$ cat src/rtl/cla_pipe_adder.sv
// Pipelined WIDTH-bit carry-lookahead adder built from 4-bit CLA groups, GPS groups resolved per stage.
// Optional subtract mode (sub port, A + ~B + 1) is enabled by defining CLA_SUB_EN.
module cla_pipe_adder #(
  parameter int WIDTH = 16,
  parameter int GPS   = 1
) (
  input  logic             clk,
  input  logic             rst_n,
  input  logic             in_valid,
  output logic             in_ready,
  input  logic [WIDTH-1:0] A,
  input  logic [WIDTH-1:0] B,
  input  logic             in,
`ifdef CLA_SUB_EN
  input  logic             sub,
`endif
  output logic             out_valid,
  input  logic             out_ready,
  output logic [WIDTH-1:0] S,
  output logic             C,
  output logic             G,
  output logic             P,
  output logic             V
);

  localparam int STAGES = WIDTH / (4 * GPS);

  generate
    if ((WIDTH % (4 * GPS)) != 0 || WIDTH < 4 * GPS) begin : g_bad_width
      $error("cla_pipe_adder: WIDTH must be a non-zero multiple of 4*GPS");
    end
  endgenerate

  logic sub_w;
`ifdef CLA_SUB_EN
  assign sub_w = sub;
`else
  assign sub_w = 1'b0;
`endif

  // Index 0 is the input capture; index j+1 holds the result of resolving stage j.
  logic [STAGES:0]                vld_q, vld_d;
  logic [STAGES-1:0][WIDTH-1:0]   a_q, a_d, b_q, b_d;
  logic [STAGES:0][WIDTH-1:0]     s_q, s_d;
  logic [STAGES:0]                cy_q, cy_d, g_q, g_d, p_q, p_d, cm_q, cm_d;
  logic                           en;

  assign en       = !vld_q[STAGES] || out_ready;
  assign in_ready = en;

  always_comb begin
    logic       c, blk_g, blk_p, cm;
    logic [3:0] nib_a, nib_b, gi, pi;
    logic       c1, c2, c3, gg, pp;
    int         grp;
    c = 1'b0; blk_g = 1'b0; blk_p = 1'b0; cm = 1'b0;
    nib_a = '0; nib_b = '0; gi = '0; pi = '0;
    c1 = 1'b0; c2 = 1'b0; c3 = 1'b0; gg = 1'b0; pp = 1'b0;
    grp = 0;
    vld_d = vld_q; a_d = a_q; b_d = b_q; s_d = s_q;
    cy_d = cy_q; g_d = g_q; p_d = p_q; cm_d = cm_q;
    if (en) begin
      // Block G/P start at the identity (G=0, P=1) so the first group combines cleanly.
      vld_d[0] = in_valid;
      a_d[0]   = A;
      b_d[0]   = B ^ {WIDTH{sub_w}};
      s_d[0]   = '0;
      cy_d[0]  = sub_w | in;
      g_d[0]   = 1'b0;
      p_d[0]   = 1'b1;
      cm_d[0]  = 1'b0;
      for (int j = 1; j < STAGES; j++) begin
        a_d[j] = a_q[j-1];
        b_d[j] = b_q[j-1];
      end
      for (int j = 0; j < STAGES; j++) begin
        vld_d[j+1] = vld_q[j];
        s_d[j+1]   = s_q[j];
        c          = cy_q[j];
        blk_g      = g_q[j];
        blk_p      = p_q[j];
        cm         = cm_q[j];
        for (int k = 0; k < GPS; k++) begin
          grp   = j * GPS + k;
          nib_a = a_q[j][grp*4 +: 4];
          nib_b = b_q[j][grp*4 +: 4];
          gi    = nib_a & nib_b;
          pi    = nib_a ^ nib_b;
          c1    = gi[0] | (pi[0] & c);
          c2    = gi[1] | (pi[1] & gi[0]) | (pi[1] & pi[0] & c);
          c3    = gi[2] | (pi[2] & gi[1]) | (pi[2] & pi[1] & gi[0]) | (pi[2] & pi[1] & pi[0] & c);
          gg    = gi[3] | (pi[3] & gi[2]) | (pi[3] & pi[2] & gi[1]) | (pi[3] & pi[2] & pi[1] & gi[0]);
          pp    = &pi;
          s_d[j+1][grp*4 +: 4] = pi ^ {c3, c2, c1, c};
          cm    = c3;
          c     = gg | (pp & c);
          blk_g = gg | (pp & blk_g);
          blk_p = pp & blk_p;
        end
        cy_d[j+1] = c;
        g_d[j+1]  = blk_g;
        p_d[j+1]  = blk_p;
        cm_d[j+1] = cm;
      end
    end
  end

  always_ff @(posedge clk or negedge rst_n) begin
    if (!rst_n) begin
      vld_q <= '0;
      a_q   <= '0;
      b_q   <= '0;
      s_q   <= '0;
      cy_q  <= '0;
      g_q   <= '0;
      p_q   <= '0;
      cm_q  <= '0;
    end else begin
      vld_q <= vld_d;
      a_q   <= a_d;
      b_q   <= b_d;
      s_q   <= s_d;
      cy_q  <= cy_d;
      g_q   <= g_d;
      p_q   <= p_d;
      cm_q  <= cm_d;
    end
  end

  // cm holds the carry into the MSB, captured while the top group was resolved.
  assign out_valid = vld_q[STAGES];
  assign S         = s_q[STAGES];
  assign C         = cy_q[STAGES];
  assign G         = g_q[STAGES];
  assign P         = p_q[STAGES];
  assign V         = cm_q[STAGES] ^ cy_q[STAGES];

endmodule
$ cat config.mk
export PLATFORM = sky130hd
export DESIGN_NAME = cla_pipe_adder
export DESIGN_NICKNAME = d
export VERILOG_FILES = /design/src/rtl/cla_pipe_adder.sv
export SDC_FILE = /design/constraint.sdc
export NUM_CORES = 1
export LEC_CHECK = 0
export CAP_MARGIN = 5
export CORE_MARGIN = 1
export CORE_UTILIZATION = 57
export DETAILED_ROUTE_END_ITERATION = 10
export PLACE_DENSITY = 0.84
export SYNTH_ARGS = -nofsm -noshare
export SYNTH_HDL_FRONTEND = slang
export SYNTH_SLANG_ARGS = --single-unit
$ cat constraint.sdc
create_clock -name clk -period 2 [get_ports clk]
set_clock_uncertainty 0.2 [all_clocks]
set_input_delay 0.4 -clock clk [delete_from_list [all_inputs] [get_ports clk]]
set_output_delay 0.4 -clock clk [all_outputs]
set_load 0.1 [all_outputs]
; Yosys cells after proc, flatten, opt, wreduce, memory -nomap -nowiden
; Cells that the tools add are included.
; W data, S select, Z words.
[totals]
register_bits = 191
in_bits = 37
output_inout_bits = 22
wordCells = 146
[op_classes]
n_bitwise = 123
reduce_logical = 6
[ops]
columns = operator, count
row1 = $and A1 B1 Y1, 67
row2 = $or A1 B1 Y1, 43
row3 = $xor A4 B4 Y4, 8
row4 = $and A4 B4 Y4, 4
row5 = $reduce_and A4 Y1, 4
row6 = $logic_not A1 Y1, 1
row7 = $logic_or A1 B1 Y1, 1
row8 = $xor A1 B1 Y1, 1

; Longest topological paths before layout
[depth]
word_depth = 6
depth_mapped = 7
mapped_depth_nobuf = 5

; Worst setup path after synthesis
; OpenSTA, ideal clock, no wires.
[synth_timing]
kind = register to output
startpoint = register cy_q[4]
endpoint = output V
t_arrival_ps = 2432
required_time_ps = 1400
slack_ps = -1032
path_stages_with_launch = 2
path_buffers = 0
cell_sequence = dfrtp_1 > xor2_1
[synth_via]
elab_chain_len = 1
[synth_rtl]
columns = element, line_no
row1 = from (decl), 45  ; logic [STAGES:0] cy_q, cy_d, g_q, g_d, p_q, p_d, cm_q, cm_d;
row2 = from (signal assigned), 123  ; cy_q <= cy_d;
row3 = $xor A1 B1 Y1, 136  ; assign V = cm_q[STAGES] ^ cy_q[STAGES];
row4 = to (decl), 23  ; output logic V
; No other way between the ends.

; Worst setup path in the final report
[layout_timing]
startpoint = register cm_q[4]
endpoint = output V
[layout_via]
elab_chain_len = 1
[layout_rtl]
columns = element, line_no
row1 = from (decl), 45
row2 = from (signal assigned), 126  ; cm_q <= cm_d;
row3 = $xor A1 B1 Y1, 136
; No other way between the ends.

==> results.yml <==
outcome:
  status: "completed"
power:
  power_leakage_uw: 0.00386
  total_power_uw: 14500
  p_switching_uw: 6030
  p_int_uw: 8510
  swShare_pct: 41.5
  power_density_nw_per_um2: 1910
  combPwrFrac_pct: 44.3
  power.share.clock_pct: 22.0
  peakVddDrop_v: 0.00112
  p_seq_share_pct: 33.7
sta:
  max_freq_ghz: 0.513
  tightestPinTransition_ps: 497
  min_period_ps: 1950
  maxSlewViolCount: 0
  setup_viol: 0
  finalCritPeriodShare_pct: 97.6
  final.setup.worst_slack_ps: 48.8
  grt_setup_unrepaired: "true"
  finalHoldViolations: 0
  slew_headroom_pct: 66.8
route:
  drc_errors: 0
  vias: 4561
  drt_iter0_drc: 402
  viasPerCell: 5.27
  drt-total-wl_microns: 12700
  wl_per_cell_microns: 14.6
  drt_first_pass_iters: 5
  ant_nets: 0
critical_path:
  crit_path_max_incr_delay_ps: 440
  cp_max_fo: 2
  crit_type: "flop to primary output"
  cp_slowest_cell: "dfrtp_2"
  path_delay_family: "flip-flops"
  cp.arrival_ps: 1350
  critPathLaunchType: "flop"
  end_kind: "primary output"
  r2r_slack_ps: 160
  crit_required_ps: 1400
  path_buf_inv: 1
  worstPathCellList: "xor2_4, buf_12"
placement:
  io_buffers: 58
  gp_congestion: 0.845
  pre_cts_ws_ps: -19.7
  dpl.hpwl_microns: 7550
clock_network:
  cts_inserted_buffers: 17
  clockBufferDepth: 2
  clkTransAtPathRegs_ps: 60
  cts.sinks: 140
  cts_tree: "done"
  cts-root-buf: "clkbuf_8"
  clk-insertion-delay-late_ps: 540
  h-tree-depth: 4
floorplan:
  io_pins: 59
  die-area_sq_um: 11000
  start_util_pct: 58.5
  die_y_microns: 105
  die_w_microns: 105
  core_area_sq_um: 10300
  rows: 37
global_route:
  grt_use_met2_pct: 42.1
  grt_usage_pct: 25.6
  use_met1_pct: 31.2
  overflow: 0
  grt_pass1_wl_microns: 21500
  top_usage_layer: "met2"
  antenna_found_initial: 0
  grt_util_met3_pct: 7.05
  grt_start_max_net_pins: 58
  grt_pass1_vias: 4558
yosys:
  async_reset_ff_share_pct: 100
  yosys-top-cells-area: "dfrtp_1 58%, nand2_1 21%, ha_1 3.3%, buf_4 3.1%, a21oi_1 2.1%"
  ys_seq_area_share_pct: 58.2
  syn_nets: 716
  synth_cell_type_count: 29
  synth_top_cell_by_area: "dfrtp_1"
  syn_avg_cell_area_sq_um: 9.13
  synth-edff-count: 0
  synth_area_sq_um: 6020
  synth_ff_type: "dfrtp_1"
  synth_most_common_cell: "nand2_1"
  yosysWarnings: 0
  syn_inst: 659
  ys_ff_latch: 140
  synth_commonest_cells: "330 x nand2_1, 140 x dfrtp_1, 25 x a21oi_1, 25 x buf_4, 20 x o21ai_0"
  synth_top_cell_area_share_pct: 58.2
layout:
  areaGrowthSynthToFinish_pct: 26.7
  diodes: 0
  fill_cells: 674
  drive_gt1_share_pct: 11.9
  final_nets: 774
run:
  maxCapViolCount: 0
hold_path:
  hold_class: "input pin to asynchronous set/reset pin"
[layout by cell type (no fill, tap or decap), types with 9 or more instances in the layout]
cell type,netlist,final
a211oi_1,10,9
a21oi_1,25,25
buf_12,0,30
buf_4,25,18
clkbuf_16,0,16
clkdlybuf4s50_1,0,35
dfrtp_1,140,137
ha_1,16,16
inv_1,12,12
nand2_1,330,330
nor2_1,19,19
o21ai_0,20,19
[repair_timing]
item | CTS | global route
endpoints found under the hold margin | 48 | 0
endpoints found under the setup margin | 2 | 3
hold buffers | 1 | 0
gates resized for setup | 1 | 3
buffers inserted | 1 | 1
pin swaps | 1 | 0
cloned | 0 | 0
[per-layer routing]
metal | vias to the layer above | part of all wire (%)
met3 | 36 | 4.9
li1 | 2181 | -
met4 | 0 | 3.0
met5 | - | 0
met1 | 2188 | 42
met2 | 156 | 50
[logic make-up (layout without fill, tap and decap cells)]
group / after synthesis / after routing / share of synthesized area [%]
xor gates and xnor gates: 10 / 10 / 1.46
adders and majority gates: 20 / 20 / 4.66
AOI/OAI and AO/OA: 73 / 73 / 7.11
buffers and inverters: 59 / 130 / 5.89
DFF: 140 / 140 / 58.2
muxes: 1 / 1 / 0.187
and+or+nand+nor: 356 / 356 / 22.5
[path summary, 6_finish.rpt]
kind                                     startpoint                  end  cells after the start
min in group clk                              B[10]  b_q[10]$_DFFE_PN0P_                      3
worst max register to register  a_q[21]$_DFFE_PN0P_  s_q[39]$_DFFE_PN0P_                      5
max in group asynchronous                     rst_n  cy_q[4]$_DFFE_PN0P_                      3
worst min-delay path                          rst_n  s_q[37]$_DFFE_PN0P_                      2
worst min register to register  s_q[49]$_DFFE_PN0P_  s_q[49]$_DFFE_PN0P_                      2
worst max-delay path            cm_q[4]$_DFFE_PN0P_                    V                      2
[power groups by stage]
stage / Clock (uW) / Combinational [uW] / Sequential, uW
final: 3190 / 6440 / 4900
after floorplan: 0 / 4440 / 4800
after global placement: 0 / 5970 / 4830
after global routing: 3350 / 6940 / 5030
after detailed placement: 0 / 6200 / 4900
after CTS: 3220 / 6410 / 4900
[final cells by class]
cell class | count | area [sq um] | share of cell area, %
clock buffer | 22 | 463 | 6.07
clock inverter | 10 | 138 | 1.81
inverter | 13 | 51.3 | 0.673
multi-input combinational | 460 | 2190 | 28.7
sequential | 140 | 3510 | 46.0
tap | 136 | 170 | 2.23
timing repair buffer | 85 | 1110 | 14.5
[state kept, by name (all words and copies together), names as in the netlist]
register / flops
s_q: 24
g_q: 4
a_q: 40
cm_q: 1
vld_q: 5
b_q: 40
cy_q: 5
p_q: 5
S: 16
[stage by stage]
stage	hold WS [ps]	area [sq um]	TNS [ps]	cells	util (%)
6_report	184	7620	0	866	74.2
5_1_grt	183	7620	-7.12	866	74.2
3_3_place_gp	180	6990	0	831	68.0
2_1_floorplan	-95.6	6040	-247	659	-
4_1_cts	171	7610	0	865	74.0
3_5_place_dp	185	6990	-19.7	831	68.0
Power figures use the tool's default switching activity.
